## src/rtl/seven_seg_scan_driver.sv

```systemverilog
// Four-digit multiplexed seven-segment scan driver with tear-free frame updates.
// Values are staged in a shadow register and moved to the display register only
// at frame boundaries. All outputs are registered and change only on slot ticks.
module seven_seg_scan_driver #(
    parameter int unsigned REFRESH_DIV = 100000,
    parameter int unsigned CNT_W       = 17
) (
    input  logic        clk,
    input  logic        reset,
    input  logic [15:0] value,
    input  logic        value_load,
    input  logic [3:0]  dp_mask,
    input  logic        blank_en,
    input  logic        display_en,
    output logic [3:0]  hex,
    output logic        dp,
    output logic [3:0]  an
);

    localparam int unsigned IDX_W = 2;
    localparam int unsigned NIB_W = 4;

    // One complete frame's worth of display content
    typedef struct packed {
        logic [15:0] value;
        logic [3:0]  dp_mask;
        logic        blank_en;
    } frame_t;

    frame_t             shadow;
    frame_t             disp;
    frame_t             view_c;
    logic [CNT_W-1:0]   cnt;
    logic [IDX_W-1:0]   idx;
    logic [IDX_W-1:0]   idx_nxt_c;
    logic               tick_c;
    logic               boundary_c;
    logic               blanked_c;
    logic [NIB_W-1:0]   hex_nxt_c;
    logic               dp_nxt_c;
    logic [3:0]         an_nxt_c;

    // Slot timing: tick on the last count of each slot, and detect frame start
    always_comb begin
        tick_c     = (cnt == CNT_W'(REFRESH_DIV - 1));
        idx_nxt_c  = idx + IDX_W'(1);
        boundary_c = tick_c && (idx_nxt_c == IDX_W'(0));
        // Digit 0 of a new frame must already see the freshly transferred shadow
        view_c     = boundary_c ? shadow : disp;
    end

    // Slot contents for the digit that becomes active on the coming tick
    always_comb begin
        blanked_c = 1'b0;
        case (idx_nxt_c)
            2'd1:    blanked_c = view_c.blank_en && (view_c.value[15:4]  == 12'h000);
            2'd2:    blanked_c = view_c.blank_en && (view_c.value[15:8]  == 8'h00);
            2'd3:    blanked_c = view_c.blank_en && (view_c.value[15:12] == 4'h0);
            default: blanked_c = 1'b0;
        endcase
        hex_nxt_c = view_c.value[{idx_nxt_c, 2'b00} +: NIB_W];
        dp_nxt_c  = blanked_c | ~view_c.dp_mask[idx_nxt_c];
        an_nxt_c  = 4'b1111;
        if (display_en && !blanked_c) begin
            an_nxt_c[idx_nxt_c] = 1'b0;
        end
    end

    // Slot counter, wrapping at the end of each digit slot
    always_ff @(posedge clk or posedge reset) begin
        if (reset) begin
            cnt <= '0;
        end else if (tick_c) begin
            cnt <= '0;
        end else begin
            cnt <= cnt + CNT_W'(1);
        end
    end

    // Shadow register captures new content whenever a load strobe arrives
    always_ff @(posedge clk or posedge reset) begin
        if (reset) begin
            shadow <= '0;
        end else if (value_load) begin
            shadow <= {value, dp_mask, blank_en};
        end
    end

    // Display register only changes at frame boundaries
    always_ff @(posedge clk or posedge reset) begin
        if (reset) begin
            disp <= '0;
        end else if (boundary_c) begin
            disp <= shadow;
        end
    end

    // Digit index and registered outputs advance together on each tick
    always_ff @(posedge clk or posedge reset) begin
        if (reset) begin
            idx <= IDX_W'(3);
            hex <= 4'h0;
            dp  <= 1'b1;
            an  <= 4'b1111;
        end else if (tick_c) begin
            idx <= idx_nxt_c;
            hex <= hex_nxt_c;
            dp  <= dp_nxt_c;
            an  <= an_nxt_c;
        end
    end

endmodule

```

## config.mk

```make
export PLATFORM = sky130hd
export DESIGN_NAME = seven_seg_scan_driver
export DESIGN_NICKNAME = d
export VERILOG_FILES = /design/src/rtl/seven_seg_scan_driver.sv
export SDC_FILE = /design/constraint.sdc
export NUM_CORES = 1
export LEC_CHECK = 0
export BUFFER_PORTS_ARGS = -buffer_cell sky130_fd_sc_hd__clkbuf_2
export CORE_MARGIN = 2
export CORE_UTILIZATION = 30
export DETAILED_ROUTE_END_ITERATION = 10
export HOLD_SLACK_MARGIN = 0.1
export PLACE_DENSITY_LB_ADDON = 0.25
export REMOVE_ABC_BUFFERS = 1
export SLEW_MARGIN = 0
export SYNTH_ARGS = -nofsm -noshare
export SYNTH_HDL_FRONTEND = slang
export SYNTH_SLANG_ARGS = --single-unit
```

## constraint.sdc

```tcl
create_clock -name clk -period 2.65 [get_ports clk]
set_clock_uncertainty 0.05 [all_clocks]
set_input_delay 0.265 -clock clk [delete_from_list [all_inputs] [get_ports clk]]
set_output_delay 0.265 -clock clk [all_outputs]
set_load 0.005 [all_outputs]
```

==> results of run 1 <==
==> synth_stat cells (all sizes together) <==
cell type | instances | area, um^2
xnor2 | 6 | 52.6
and2 | 1 | 6.26
mux4 | 10 | 225
mux2i | 4 | 40.0
nor4bb | 1 | 10.0
or4b | 2 | 23.8
nand2 | 15 | 58.8
dfrtp | 63 | 1580
mux2 | 42 | 473
nor4b | 1 | 8.76
buf | 4 | 23.8
inv | 3 | 11.3
clkbuf | 6 | 22.5
xor2 | 10 | 87.6
nor2b | 1 | 6.26
nor2 | 14 | 52.6
a41o | 1 | 10.0
a31oi | 3 | 18.8
o22a | 4 | 35.0
nor4 | 5 | 46.3
ha | 5 | 62.6
o31ai | 1 | 12.5
a21oi | 4 | 20.0
o21ai | 1 | 5.00
and3 | 8 | 50.1
nand4 | 4 | 25.0
nand4b | 1 | 8.76
and4 | 1 | 8.76
dfstp | 7 | 184
nand3 | 2 | 10.0
==> cells by family (layout without fill, tap and decap cells) <==
kind of cell	Yosys count	in the layout	synth area share (%)
xor+xnor	16	16	4.41
mux	56	56	23.2
flops	70	70	55.4
simple gates	56	56	9.93
compound gates	14	14	3.19
fa+ha+maj	5	5	1.97
buf+inv	13	79	1.81
==> final timing paths <==
| check | end | slack (ns) | cells after the start | start |
|---|---|---|---|---|
| worst max-delay path | hex[1] | 0.21 | 7 | cnt[8] |
| worst min-delay path | shadow[2] | 0.11 | 2 | dp_mask[1] |
| worst max register to register | hex[1] | 0.21 | 7 | cnt[8] |
| worst min register to register | cnt[0] | 0.42 | 1 | cnt[0] |
| max in group asynchronous | an[2] | 1.32 | 4 | reset |
| min in group asynchronous | disp[9] | 0.52 | 3 | reset |
==> layout by cell type (no fill, tap or decap), types with 2 or more instances in the layout <==
cell type / synthesis / final
sky130_fd_sc_hd__mux2i_1: 4 / 4
sky130_fd_sc_hd__a31oi_1: 3 / 3
sky130_fd_sc_hd__nand4_1: 4 / 4
sky130_fd_sc_hd__dfrtp_1: 63 / 63
sky130_fd_sc_hd__ha_1: 5 / 5
sky130_fd_sc_hd__buf_4: 0 / 5
sky130_fd_sc_hd__dlygate4sd3_1: 0 / 21
sky130_fd_sc_hd__clkbuf_8: 0 / 10
sky130_fd_sc_hd__mux2_2: 42 / 42
sky130_fd_sc_hd__and3_1: 8 / 8
sky130_fd_sc_hd__inv_1: 3 / 2
sky130_fd_sc_hd__o22a_1: 4 / 4
sky130_fd_sc_hd__nor4_1: 4 / 4
sky130_fd_sc_hd__nor2_1: 14 / 14
sky130_fd_sc_hd__mux4_2: 10 / 10
sky130_fd_sc_hd__xor2_1: 10 / 10
sky130_fd_sc_hd__nand2_1: 14 / 14
sky130_fd_sc_hd__buf_12: 0 / 2
sky130_fd_sc_hd__nand3_1: 2 / 2
sky130_fd_sc_hd__clkbuf_2: 0 / 33
sky130_fd_sc_hd__a21oi_1: 4 / 4
sky130_fd_sc_hd__xnor2_1: 6 / 6
sky130_fd_sc_hd__clkinv_4: 0 / 2
sky130_fd_sc_hd__dfstp_2: 7 / 7
==> stage by stage <==
step | hold WS (ns) | utilization, % | total power, W
final | 0.112 | 38.3 | 0.00210
after global routing | 0.109 | 38.3 | 0.00219
after CTS | 0.101 | 38.2 | 0.00213
after detailed placement | 0.335 | 34.3 | 0.00125
after global placement | 0.343 | 34.3 | 0.00125
after floorplan | 0.277 | - | 0.00120
==> registers in the layout, summed over array words and instances (netlist names) <==
| register | flops |
|---|---|
| disp | 21 |
| idx | 2 |
| cnt | 17 |
| hex | 4 |
| dp | 1 |
| shadow | 21 |
| an | 4 |
==> critical path: stages, from the launching register on <==
cell and delay (ns):
sky130_fd_sc_hd__dfrtp_1 0.41, sky130_fd_sc_hd__or4b_4 0.54, sky130_fd_sc_hd__nor4_4 0.34, sky130_fd_sc_hd__nand2_2 0.11, sky130_fd_sc_hd__buf_12 0.19, sky130_fd_sc_hd__mux4_2 0.44, sky130_fd_sc_hd__mux2i_1 0.14, sky130_fd_sc_hd__a21oi_1 0.08
==> per-layer routing <==
layer  global-route usage (%)  part of all wire [%]  vias to the layer above
met5                        0                     0                        -
met1                     14.8                    47                     1015
met4                     3.25                   1.2                        0
met3                     4.56                   3.8                       10
met2                     19.7                    48                       30
li1                         -                     -                      962
==> power groups by stage <==
stage	Combinational (W)	Sequential (W)	Clock (W)
CTS	0.000119	0.00113	0.000882
finish	0.000117	0.00113	0.000850
floorplan	0.0000590	0.00114	0
detailed placement	0.0000964	0.00115	0
global route	0.000130	0.00114	0.000925
global placement	0.0000945	0.00115	0
==> layout make-up <==
| type | instances | area, um^2 | area share (%) |
|---|---|---|---|
| inverter | 3 | 11.3 | 0.285 |
| sequential | 70 | 1760 | 44.6 |
| clock buffer | 10 | 138 | 3.48 |
| timing repair buffer | 61 | 453 | 11.5 |
| tap | 136 | 170 | 4.31 |
| multi-input combinational | 147 | 1360 | 34.4 |
| clock inverter | 5 | 60.1 | 1.52 |
==> flow_summary.rst, run 1 <==
.. list-table::
   :header-rows: 1

   * - Metric
     - Value
   * - Number of flip-flops and latches in the synthesized netlist
     - 70
   * - Total half-perimeter wirelength after legalization and detailed placement
     - 4460 um
   * - Final period demand of the worst path
     - 2.44 ns
   * - Seq pwr share
     - 53.9%
   * - Maximum buffer depth of the clock tree
     - 2
   * - Number of iterations in the first detailed-routing pass
     - 4
   * - Pwr dens
     - 531 nW/um^2
   * - Die Footprint
     - 11400 um^2
   * - Maximum resistive drop on vdd
     - 320 uV
   * - Count of unresolved DRC violations after routing
     - 0
   * - # nets final
     - 322
   * - Worst-path fanout max
     - 32
   * - Post-layout worst setup margin
     - 0.211 ns
   * - Cts hold-fix bufs
     - 20
   * - Maximum frequency from static timing analysis
     - 0.410 GHz
   * - Sw Share
     - 22.4%
   * - Vias in the first global route
     - 2111
   * - Pin count of the biggest net entering global routing
     - 41
   * - Inserted Clock Buffers
     - 9
   * - Design internal power
     - 0.00163 W
   * - Kind of start point of the critical path
     - flip-flop
   * - Number of vias after detailed routing
     - 2017
   * - Reported net switching power
     - 0.000469 W
   * - Count of maximum capacitance violations
     - 0
   * - Cell area after technology mapping
     - 3180 um^2
   * - Initial cell density of the core
     - 30.8%
   * - Post-CTS resize count
     - 0
   * - Run status
     - finished, final reports clean
   * - Total setup buffers inserted after CTS
     - 0
   * - Final slew viol count
     - 0
   * - Hold Crit Class
     - in -> reg
   * - TritonCTS clock tree
     - built
   * - Global routing usage summed across all routing layers
     - 12.0%
   * - Routability cong.
     - 0.788
   * - Root Buffer
     - sky130_fd_sc_hd__clkbuf_8
   * - Antenna diode count
     - 0
   * - Global-route wire length before repair
     - 10600 um
   * - Die W
     - 107 um
   * - Gate power share
     - 5.6%
   * - Total cell area at the placement stage
     - 3540 um^2
   * - Data arrival time of the critical path
     - 2.61 ns
   * - Setup slack after placement
     - 0.225 ns
   * - Avg WL per Cell
     - 14.3 um
   * - Share of synthesized area occupied by flip-flops and latches
     - 55.4%
   * - Worst Max-Slew Pin Slew
     - 0.658 ns
   * - # port buffers
     - 33
   * - Synth Warn #
     - 0
   * - Average via count per standard cell
     - 4.67
   * - Final instance area
     - 3950 um^2
   * - Number of library cell types mapped by synthesis
     - 35
   * - Max_slew headroom
     - 56.1%
   * - Number of levels the H-tree was split into
     - 3
   * - Sinks on the clock net
     - 70
   * - Layout fillers
     - 1006
   * - Final global-route overflow total
     - 0
   * - Remaining antenna violation count
     - 0
   * - Final Hold Viols
     - 0
   * - Setup repair after global routing missed its margin
     - false
   * - Synthesized area per cell
     - 13.8 um^2
   * - Nature of the critical path endpoint
     - flip-flop
   * - Antenna violations before repair
     - 0
   * - Share of layout cells above drive strength 1
     - 40.2%
   * - Clock share of power
     - 40.5%
   * - Tcrit/Tclk final
     - 92.0%
   * - Worst Path Required
     - 2.82 ns
   * - Final total negative setup slack
     - 0 ns
   * - Die height
     - 107 um
   * - Clock-pin transition on the worst setup and hold timing paths
     - 0.07 ns
   * - Post-synthesis instance total
     - 230
   * - Standard-cell rows
     - 37
   * - Core Box Area
     - 10300 um^2
   * - Leakage power summed over all cells
     - 1.83 nW
   * - Number of placed instances, taps included
     - 396
   * - Iteration-0 DRC Markers
     - 41
   * - Source-to-sink clock delay at the later pin of the worst-skew pair
     - 0.34 ns
   * - Area growth, synth to finish
     - 24.4%
   * - Top-Level Pins
     - 34
   * - Final Non-Filler Cells
     - 432
   * - Worst setup path class
     - reg -> reg
   * - Final setup fails
     - 0
   * - Sum of routed wire length over all layers
     - 6190 um
No activity file was read; power rests on OpenSTA's default activity.
==> run 2: changes to the inputs <==
--- a/config.mk
+++ b/config.mk
@@ -5,6 +5,7 @@
 export SDC_FILE = /design/constraint.sdc
 export NUM_CORES = 1
 export LEC_CHECK = 0
+export ABC_AREA = 1
 export BUFFER_PORTS_ARGS = -buffer_cell sky130_fd_sc_hd__clkbuf_2
 export CORE_MARGIN = 2
 export CORE_UTILIZATION = 30
==> run 2 against run 1 <==
Sequential power hardly changed. Area after synthesis is 7.0% higher. Register-to-register slack improved by 0.09 ns. Count of clock-buffer cells in the layout grew 1. Combinational power shrank 16%. First-iteration DRC count grew 140%. Die area up 6.7%. Via count increased by 29%. Global-route usage increased by 0.53 points. Worst setup slack improved by 0.092 ns. Total power grew 13%.
==> flow_summary.rst, run 2 <==
.. list-table::
   :header-rows: 1

   * - Metric
     - Value
   * - Run status
     - finished, final reports clean (unchanged)
   * - Iteration-0 DRC Markers
     - 98 (was 41)
   * - Sum of routed wire length over all layers
     - 7010 um (was 6190 um)
   * - Post-synthesis instance total
     - 391 (was 230)
   * - Core utilization of the finished layout
     - 37.7% (was 38.3%)
   * - Top cell types by occurrence after synthesis
     - 75 x sky130_fd_sc_hd__nand2_1, 63 x sky130_fd_sc_hd__dfrtp_1, 59 x sky130_fd_sc_hd__inv_1, 44 x sky130_fd_sc_hd__nor2_1, 21 x sky130_fd_sc_hd__o21ai_0 (was 63 x sky130_fd_sc_hd__dfrtp_1, 42 x sky130_fd_sc_hd__mux2_2, 14 x sky130_fd_sc_hd__nand2_1, 14 x sky130_fd_sc_hd__nor2_1)
   * - Worst Path Required
     - 2.86 ns (was 2.82 ns)
   * - Clock share of power
     - 48.7% (was 40.5%)
   * - Inserted Clock Buffers
     - 9 (unchanged)
   * - Gate power share
     - 4.2% (was 5.6%)
   * - TritonCTS clock tree
     - built (unchanged)
   * - Synthesized area per cell
     - 8.69 um^2 (was 13.8 um^2)
   * - Final instance area
     - 4120 um^2 (was 3950 um^2)
   * - Kind of start point of the critical path
     - flip-flop (unchanged)
   * - Area used by sequential logic in the layout
     - 1760 um^2 (unchanged)
   * - Synth area leaders
     - sky130_fd_sc_hd__dfrtp_1 46%, sky130_fd_sc_hd__nand2_1 8.3%, sky130_fd_sc_hd__inv_1 6.5% (was sky130_fd_sc_hd__dfrtp_1 50%, sky130_fd_sc_hd__mux2_2 15%, sky130_fd_sc_hd__mux4_2 7.1%)
   * - Number of vias after detailed routing
     - 2606 (was 2017)
   * - Maximum frequency from static timing analysis
     - 0.426 GHz (was 0.410 GHz)
   * - Initial cell density of the core
     - 31.1% (was 30.8%)
   * - Count of unresolved DRC violations after routing
     - 0 (unchanged)
   * - Number of flip-flops and latches in the synthesized netlist
     - 70 (unchanged)
   * - Regs by FF count
     - disp (21), shadow (21), cnt (17) (unchanged)
   * - Grt peak-use layer
     - met2 (unchanged)
   * - Post-synth ARST share
     - 100% (unchanged)
   * - Count of maximum capacitance violations
     - 0 (unchanged)
   * - Die Footprint
     - 12200 um^2 (was 11400 um^2)
   * - Total cell area at the placement stage
     - 3750 um^2 (was 3540 um^2)
   * - GR Layer Usage met1
     - 17.5% (was 14.8%)
   * - Worst hold stages
     - 3 (was 2)
   * - Tcrit/Tclk final
     - 88.6% (was 92.0%)
   * - Standard-cell rows
     - 38 (was 37)
   * - Highest-count cells in the layout ignoring fill and taps
     - 75 x sky130_fd_sc_hd__nand2_1, 63 x sky130_fd_sc_hd__dfrtp_1, 58 x sky130_fd_sc_hd__inv_1 (was 63 x sky130_fd_sc_hd__dfrtp_1, 42 x sky130_fd_sc_hd__mux2_2, 33 x sky130_fd_sc_hd__clkbuf_2)
   * - Top-Level Pins
     - 34 (unchanged)
   * - Global-route wire length before repair
     - 12500 um (was 10600 um)
   * - # nets final
     - 472 (was 322)
   * - Global routing usage summed across all routing layers
     - 12.5% (was 12.0%)
   * - Setup repair after global routing missed its margin
     - false (unchanged)
   * - Number of iterations in the first detailed-routing pass
     - 4 (unchanged)
   * - Total half-perimeter wirelength after legalization and detailed placement
     - 5260 um (was 4460 um)
   * - Sinks on the clock net
     - 70 (unchanged)
   * - Source-to-sink clock delay at the later pin of the worst-skew pair
     - 0.33 ns (was 0.34 ns)
   * - Sw Share
     - 21.0% (was 22.4%)
   * - Terminus of the critical flop-to-flop path
     - an[3] (was hex[1])
   * - Core Box Area
     - 10900 um^2 (was 10300 um^2)
   * - Max_slew headroom
     - 58.6% (was 56.1%)
   * - Worst setup path class
     - reg -> reg (unchanged)
   * - Met2 track demand over resource in global routing
     - 19.3% (was 19.7%)
   * - End point of the worst hold path
     - shadow[9] (was shadow[2])
   * - Crit Reg-Reg Startpoint
     - idx[0] (was cnt[8])
   * - Maximum buffer depth of the clock tree
     - 2 (unchanged)
   * - Synth Warn #
     - 0 (unchanged)
   * - Hold Crit Class
     - in -> reg (unchanged)
   * - Multi-input gate area in the final layout
     - 1330 um^2 (was 1360 um^2)
   * - Die height
     - 110 um (was 107 um)
   * - EDFF count, synth
     - 0 (unchanged)
   * - Share of synthesized area occupied by flip-flops and latches
     - 51.8% (was 55.4%)
   * - Worst Max-Slew Pin Slew
     - 0.621 ns (was 0.658 ns)
   * - Area growth, synth to finish
     - 21.2% (was 24.4%)
   * - Pin count of the biggest net entering global routing
     - 31 (was 41)
   * - Vias in the first global route
     - 2502 (was 2111)
   * - Antenna violations before repair
     - 0 (unchanged)
   * - Most frequently used cell type in the post-synthesis netlist
     - sky130_fd_sc_hd__nand2_1 (was sky130_fd_sc_hd__dfrtp_1)
   * - Data arrival time of the critical path
     - 2.56 ns (was 2.61 ns)
   * - Worst-path fanout max
     - 20 (was 32)
   * - Cell area after technology mapping
     - 3400 um^2 (was 3180 um^2)
   * - Share of layout cells above drive strength 1
     - 23.7% (was 40.2%)
   * - Number of levels the H-tree was split into
     - 3 (unchanged)
   * - Final period demand of the worst path
     - 2.35 ns (was 2.44 ns)
   * - Met3 layer usage reported by global route
     - 3.18% (was 4.56%)
   * - Final global-route overflow total
     - 0 (unchanged)
   * - Clock-pin transition on the worst setup and hold timing paths
     - 0.06 ns (was 0.07 ns)
   * - Final slew viol count
     - 0 (unchanged)
   * - Antenna diode count
     - 0 (unchanged)
   * - Avg WL per Cell
     - 11.9 um (was 14.3 um)
   * - Final setup fails
     - 0 (unchanged)
   * - Die W
     - 110 um (was 107 um)
   * - Nature of the critical path endpoint
     - flip-flop (unchanged)
   * - Leakage power summed over all cells
     - 2.17 nW (was 1.83 nW)
   * - Dominant cell type by area after synthesis
     - sky130_fd_sc_hd__dfrtp_1 (unchanged)
   * - Most common cell after layout, fill and taps aside
     - sky130_fd_sc_hd__nand2_1 (was sky130_fd_sc_hd__dfrtp_1)
   * - Average via count per standard cell
     - 4.44 (was 4.67)
   * - Worst slack on hold paths
     - 0.104 ns (was 0.112 ns)
   * - # port buffers
     - 33 (unchanged)
   * - Top cell type's share of synthesized area
     - 46.4% (was 49.6%)
   * - Final total negative setup slack
     - 0 ns (unchanged)
   * - Reported net switching power
     - 0.000497 W (was 0.000469 W)
   * - Dominant synthesized flop cell
     - sky130_fd_sc_hd__dfrtp_1 (unchanged)
   * - Root Buffer
     - sky130_fd_sc_hd__clkbuf_16 (was sky130_fd_sc_hd__clkbuf_8)
   * - Seq pwr share
     - 47.1% (was 53.9%)
   * - Final Hold Viols
     - 0 (unchanged)
   * - Design internal power
     - 0.00187 W (was 0.00163 W)
   * - Length in cells of the worst reg-to-reg path
     - 12 (was 7)
   * - Reg2Reg Setup Slack
     - 0.30 ns (was 0.21 ns)
   * - Startpoint of the tightest hold check path
     - value[4] (was dp_mask[1])
   * - Routability cong.
     - 0.859 (was 0.788)
   * - Number of library cell types mapped by synthesis
     - 33 (was 35)
   * - Layout fillers
     - 1145 (was 1006)
   * - Maximum resistive drop on vdd
     - 414 uV (was 320 uV)
   * - Pwr dens
     - 575 nW/um^2 (was 531 nW/um^2)
   * - Remaining antenna violation count
     - 0 (unchanged)
==> run 2: cell types whose count changed after synthesis, moves of 8 or more <==
cell                      delta
sky130_fd_sc_hd__mux4_2     -10
sky130_fd_sc_hd__nand2_2    +10
sky130_fd_sc_hd__inv_1      +56
sky130_fd_sc_hd__a21oi_1    +11
sky130_fd_sc_hd__nand4_1     +8
sky130_fd_sc_hd__nand2_1    +61
sky130_fd_sc_hd__nand3_1    +16
sky130_fd_sc_hd__mux2_2     -30
sky130_fd_sc_hd__nor2_1     +30
sky130_fd_sc_hd__and3_1      -8
sky130_fd_sc_hd__o21ai_0    +20
==> run 2: area by class of cell <==
| type | count | share of cell area, % |
|---|---|---|
| clock buffers | 11 | 5.65 |
| clock inverters | 5 | 1.22 |
| inverters | 67 | 6.14 |
| multi-input cells | 245 | 32.2 |
| flip-flops and latches | 70 | 42.7 |
| well taps | 140 | 4.25 |
| repair buffers | 49 | 7.78 |
==> run 2: worst max-delay path: stages, from the launching register on <==
cell and delay [ns]:
sky130_fd_sc_hd__dfstp_2 0.61, sky130_fd_sc_hd__ha_1 0.35, sky130_fd_sc_hd__nand4_4 0.35, sky130_fd_sc_hd__clkinv_2 0.27, sky130_fd_sc_hd__nand2_1 0.10, sky130_fd_sc_hd__nand3_1 0.11, sky130_fd_sc_hd__nor2_1 0.05, sky130_fd_sc_hd__nand3_1 0.06
sky130_fd_sc_hd__nand2_1 0.06, sky130_fd_sc_hd__nand2_2 0.09, sky130_fd_sc_hd__nand3_1 0.08, sky130_fd_sc_hd__nand2_1 0.06, sky130_fd_sc_hd__inv_1 0.03
==> run 2: kinds of logic (layout without fill, tap and decap cells) <==
kind of cell | after synthesis | count (layout) | share of synthesized area (%)
AOI/OAI and AO/OA | 50 | 50 | 8.39
adders and majority gates | 5 | 5 | 1.84
muxes | 12 | 12 | 3.98
xor gates and xnor gates | 4 | 4 | 1.03
DFF | 70 | 70 | 51.8
buffers and inverters | 76 | 132 | 9.13
and+or+nand+nor | 174 | 174 | 23.8
==> run 2: stage by stage <==
step	total power (W)	worst slack (ns)	cells
global route	0.00247	0.0496	587
floorplan	0.00118	0.533	382
CTS	0.00241	0.258	587
finish	0.00237	0.303	587
detailed placement	0.00123	0.282	562
global placement	0.00123	0.341	562
==> run 2: per-layer routing <==
| metal | wire, um | up-vias |
|---|---|---|
| met3 | 244 | 6 |
| met5 | 0 | - |
| met4 | 60 | 0 |
| met2 | 3260 | 42 |
| li1 | - | 1342 |
| met1 | 3440 | 1216 |
==> run 2: worst max path at each step <==
stage	cells after the start	end	from	slack (ns)
floorplan	12	an[1]	idx[0]	0.53
global placement	13	an[2]	idx[0]	0.34
detailed placement	12	an[1]	idx[0]	0.28
CTS	13	an[1]	idx[0]	0.26
global route	12	an[1]	idx[0]	0.05
finish	12	an[3]	idx[0]	0.30
==> run 2: repair_timing <==
item / in CTS / in global routing
hold endpoints to repair: 24 / 0
endpoints found under the setup margin: 0 / 0
resized for setup: 0 / 0
buffers inserted: 0 / 0
hold buffers: 9 / 0
==> run 2: power groups by stage <==
stage	registers [W]	logic, W	clock network [W]
2_1_floorplan	0.00113	0.0000481	0
5_1_grt	0.00112	0.000114	0.00123
3_3_place_gp	0.00113	0.0000919	0
3_5_place_dp	0.00113	0.0000932	0
4_1_cts	0.00112	0.000103	0.00119
6_report	0.00112	0.0000986	0.00115
==> run 3: changes to the inputs <==
--- a/config.mk
+++ b/config.mk
@@ -5,12 +5,12 @@
 export SDC_FILE = /design/constraint.sdc
 export NUM_CORES = 1
 export LEC_CHECK = 0
-export ABC_AREA = 1
 export BUFFER_PORTS_ARGS = -buffer_cell sky130_fd_sc_hd__clkbuf_2
-export CORE_MARGIN = 2
+export CORE_MARGIN = 3
 export CORE_UTILIZATION = 30
 export DETAILED_ROUTE_END_ITERATION = 10
 export HOLD_SLACK_MARGIN = 0.1
+export MAX_ROUTING_LAYER = met4
 export PLACE_DENSITY_LB_ADDON = 0.25
 export REMOVE_ABC_BUFFERS = 1
 export SLEW_MARGIN = 0
==> run 3 against run 2 <==
First-iteration DRC count shrank 21%. Worst setup slack got worse by 0.22 ns. Utilization up 2.3 points. Global-route usage shrank 0.46 points. Largest power group is now registers. Sequential share of layout area rose by 1.2 points. Die area decreased by 2.8%. Count of clock-buffer cells in the layout decreased by 2.
==> flow_summary.rst, run 3 (synthesis gave the netlist of run 1 again) <==
.. list-table::
   :header-rows: 1

   * - Metric
     - Value
   * - Run status
     - finished, final reports clean (unchanged)
   * - Clock share of power
     - 39.8% (was 48.7%)
   * - Worst setup path class
     - reg -> reg (unchanged)
   * - Average via count per standard cell
     - 4.71 (was 4.44)
   * - Layout fillers
     - 942 (was 1145)
   * - Leakage power summed over all cells
     - 1.88 nW (was 2.17 nW)
   * - Die Footprint
     - 11900 um^2 (was 12200 um^2)
   * - # port buffers
     - 33 (unchanged)
   * - Final slew viol count
     - 0 (unchanged)
   * - Design internal power
     - 0.00160 W (was 0.00187 W)
   * - Maximum frequency from static timing analysis
     - 0.390 GHz (was 0.426 GHz)
   * - Avg WL per Cell
     - 14.5 um (was 11.9 um)
   * - Crit Reg-Reg Startpoint
     - cnt[12] (was idx[0])
   * - Worst Max-Slew Pin Slew
     - 0.533 ns (was 0.621 ns)
   * - Share of layout cells above drive strength 1
     - 42.1% (was 23.7%)
   * - # nets final
     - 330 (was 472)
   * - Total power after layout
     - 0.00207 W (was 0.00237 W)
   * - Max_slew headroom
     - 64.4% (was 58.6%)
   * - Seq pwr share
     - 54.6% (was 47.1%)
   * - Kind of start point of the critical path
     - flip-flop (unchanged)
   * - Initial cell density of the core
     - 31.6% (was 31.1%)
   * - Sinks on the clock net
     - 70 (unchanged)
   * - Vias in the first global route
     - 2100 (was 2502)
   * - Source-to-sink clock delay at the later pin of the worst-skew pair
     - 0.35 ns (was 0.33 ns)
   * - Gate power share
     - 5.6% (was 4.2%)
   * - Core Box Area
     - 10000 um^2 (was 10900 um^2)
   * - Number of iterations in the first detailed-routing pass
     - 4 (unchanged)
   * - Pwr dens
     - 517 nW/um^2 (was 575 nW/um^2)
   * - Sw Share
     - 22.8% (was 21.0%)
   * - Global-route wire length before repair
     - 10500 um (was 12500 um)
   * - Standard-cell rows
     - 36 (was 38)
   * - Final global-route overflow total
     - 0 (unchanged)
   * - Tcrit/Tclk final
     - 96.8% (was 88.6%)
   * - Count of unresolved DRC violations after routing
     - 0 (unchanged)
   * - Top-Level Pins
     - 34 (unchanged)
   * - Reported net switching power
     - 0.000472 W (was 0.000497 W)
   * - End point of the critical path
     - an[3] (unchanged)
   * - Startpoint of the tightest hold check path
     - dp_mask[3] (was value[4])
   * - Sum of routed wire length over all layers
     - 6350 um (was 7010 um)
   * - Regs by FF count
     - disp (21), shadow (21), cnt (17) (unchanged)
   * - Global routing usage summed across all routing layers
     - 12.1% (was 12.5%)
   * - Inserted Clock Buffers
     - 9 (unchanged)
   * - Total half-perimeter wirelength after legalization and detailed placement
     - 4440 um (was 5260 um)
   * - Remaining antenna violation count
     - 0 (unchanged)
   * - Length in cells of the worst reg-to-reg path
     - 8 (was 12)
   * - Number of levels the H-tree was split into
     - 3 (unchanged)
   * - Maximum buffer depth of the clock tree
     - 2 (unchanged)
   * - Terminus of the critical flop-to-flop path
     - an[3] (unchanged)
   * - Pin count of the biggest net entering global routing
     - 39 (was 31)
   * - Root Buffer
     - sky130_fd_sc_hd__clkbuf_8 (was sky130_fd_sc_hd__clkbuf_16)
   * - Most common cell after layout, fill and taps aside
     - sky130_fd_sc_hd__dfrtp_1 (was sky130_fd_sc_hd__nand2_1)
   * - Antenna violations before repair
     - 0 (unchanged)
   * - Count of maximum capacitance violations
     - 0 (unchanged)
   * - Highest-count cells in the layout ignoring fill and taps
     - 63 x sky130_fd_sc_hd__dfrtp_1, 42 x sky130_fd_sc_hd__mux2_2, 33 x sky130_fd_sc_hd__clkbuf_2 (was 75 x sky130_fd_sc_hd__nand2_1, 63 x sky130_fd_sc_hd__dfrtp_1, 58 x sky130_fd_sc_hd__inv_1)
   * - Final setup fails
     - 0 (unchanged)
   * - Final total negative setup slack
     - 0 ns (unchanged)
   * - Nature of the critical path endpoint
     - flip-flop (unchanged)
   * - Data arrival time of the critical path
     - 2.78 ns (was 2.56 ns)
   * - TritonCTS clock tree
     - built (unchanged)
   * - Clock-pin transition on the worst setup and hold timing paths
     - 0.07 ns (was 0.06 ns)
   * - Worst slack on hold paths
     - 0.119 ns (was 0.104 ns)
   * - Worst-path fanout max
     - 30 (was 20)
   * - Final Hold Viols
     - 0 (unchanged)
   * - Iteration-0 DRC Markers
     - 77 (was 98)
   * - Routability cong.
     - 0.766 (was 0.859)
   * - Area growth, synth to finish
     - 26.3% (was 21.2%)
   * - Maximum resistive drop on vdd
     - 267 uV (was 414 uV)
   * - Die W
     - 109 um (was 110 um)
   * - Hold Crit Class
     - in -> reg (unchanged)
   * - Final period demand of the worst path
     - 2.57 ns (was 2.35 ns)
   * - Worst Path Required
     - 2.87 ns (was 2.86 ns)
   * - Launching instance or port of the critical path
     - cnt[12] (was idx[0])
   * - Number of vias after detailed routing
     - 2057 (was 2606)
   * - Reg2Reg Setup Slack
     - 0.08 ns (was 0.30 ns)
   * - Core utilization of the finished layout
     - 39.9% (was 37.7%)
   * - Antenna diode count
     - 0 (unchanged)
   * - Die height
     - 109 um (was 110 um)
-- run 3: layout make-up --
class	count	area (um^2)	area share [%]
multi-input combinational	147	1380	34.4
tap	133	166	4.15
inverter	3	11.3	0.281
timing repair buffer	69	503	12.5
clock buffer	9	124	3.09
sequential	70	1760	43.9
clock inverter	6	63.8	1.59
-- run 3: stage by stage --
| stage | setup WS (ns) | cell area (um^2) | std cells |
|---|---|---|---|
| floorplan | -0.934 | 3130 | 220 |
| global placement | 0.0934 | 3560 | 399 |
| detailed placement | 0.00482 | 3560 | 399 |
| CTS | 0.0311 | 3960 | 435 |
| global route | -0.00373 | 4010 | 437 |
| finish | 0.0845 | 4010 | 437 |
-- run 3: metal layers --
metal | track usage [%] | wire, um
met2 | 17.3 | 2930
met5 | - | 0
met4 | 3.16 | 59
met1 | 16.2 | 3060
met3 | 4.50 | 293
-- run 3: worst min path at each step --
stage	end	slack, ns	cells past startpoint
after floorplan	an[0]	0.28	1
after global placement	cnt[3]	0.33	3
after detailed placement	cnt[3]	0.32	3
after CTS	shadow[6]	0.10	2
after global routing	shadow[4]	0.11	2
final	shadow[4]	0.12	2
-- run 3: critical path, cell delays in order (launching register included) --
cell	delay (ns)
sky130_fd_sc_hd__dfrtp_1	0.42
sky130_fd_sc_hd__or4b_4	0.57
sky130_fd_sc_hd__nor4_4	0.25
sky130_fd_sc_hd__buf_4	0.18
sky130_fd_sc_hd__buf_12	0.19
sky130_fd_sc_hd__a21oi_1	0.10
sky130_fd_sc_hd__nor4bb_2	0.42
sky130_fd_sc_hd__o31ai_4	0.12
sky130_fd_sc_hd__o22a_1	0.19
-- run 3: timing repair --
action / 4_1_cts / 5_1_grt
gates resized for setup: 1 / 6
pin swaps: 0 / 2
setup endpoints to repair: 4 / 8
hold endpoints to repair: 83 / 1
buffers inserted: 0 / 1
hold buffers: 21 / 1
-- run 3: power groups by stage --
stage / Sequential (W) / Clock [W] / Combinational, W
floorplan: 0.00114 / 0 / 0.0000590
finish: 0.00113 / 0.000824 / 0.000117
CTS: 0.00113 / 0.000858 / 0.000120
global placement: 0.00115 / 0 / 0.0000932
global route: 0.00114 / 0.000903 / 0.000131
detailed placement: 0.00115 / 0 / 0.0000951
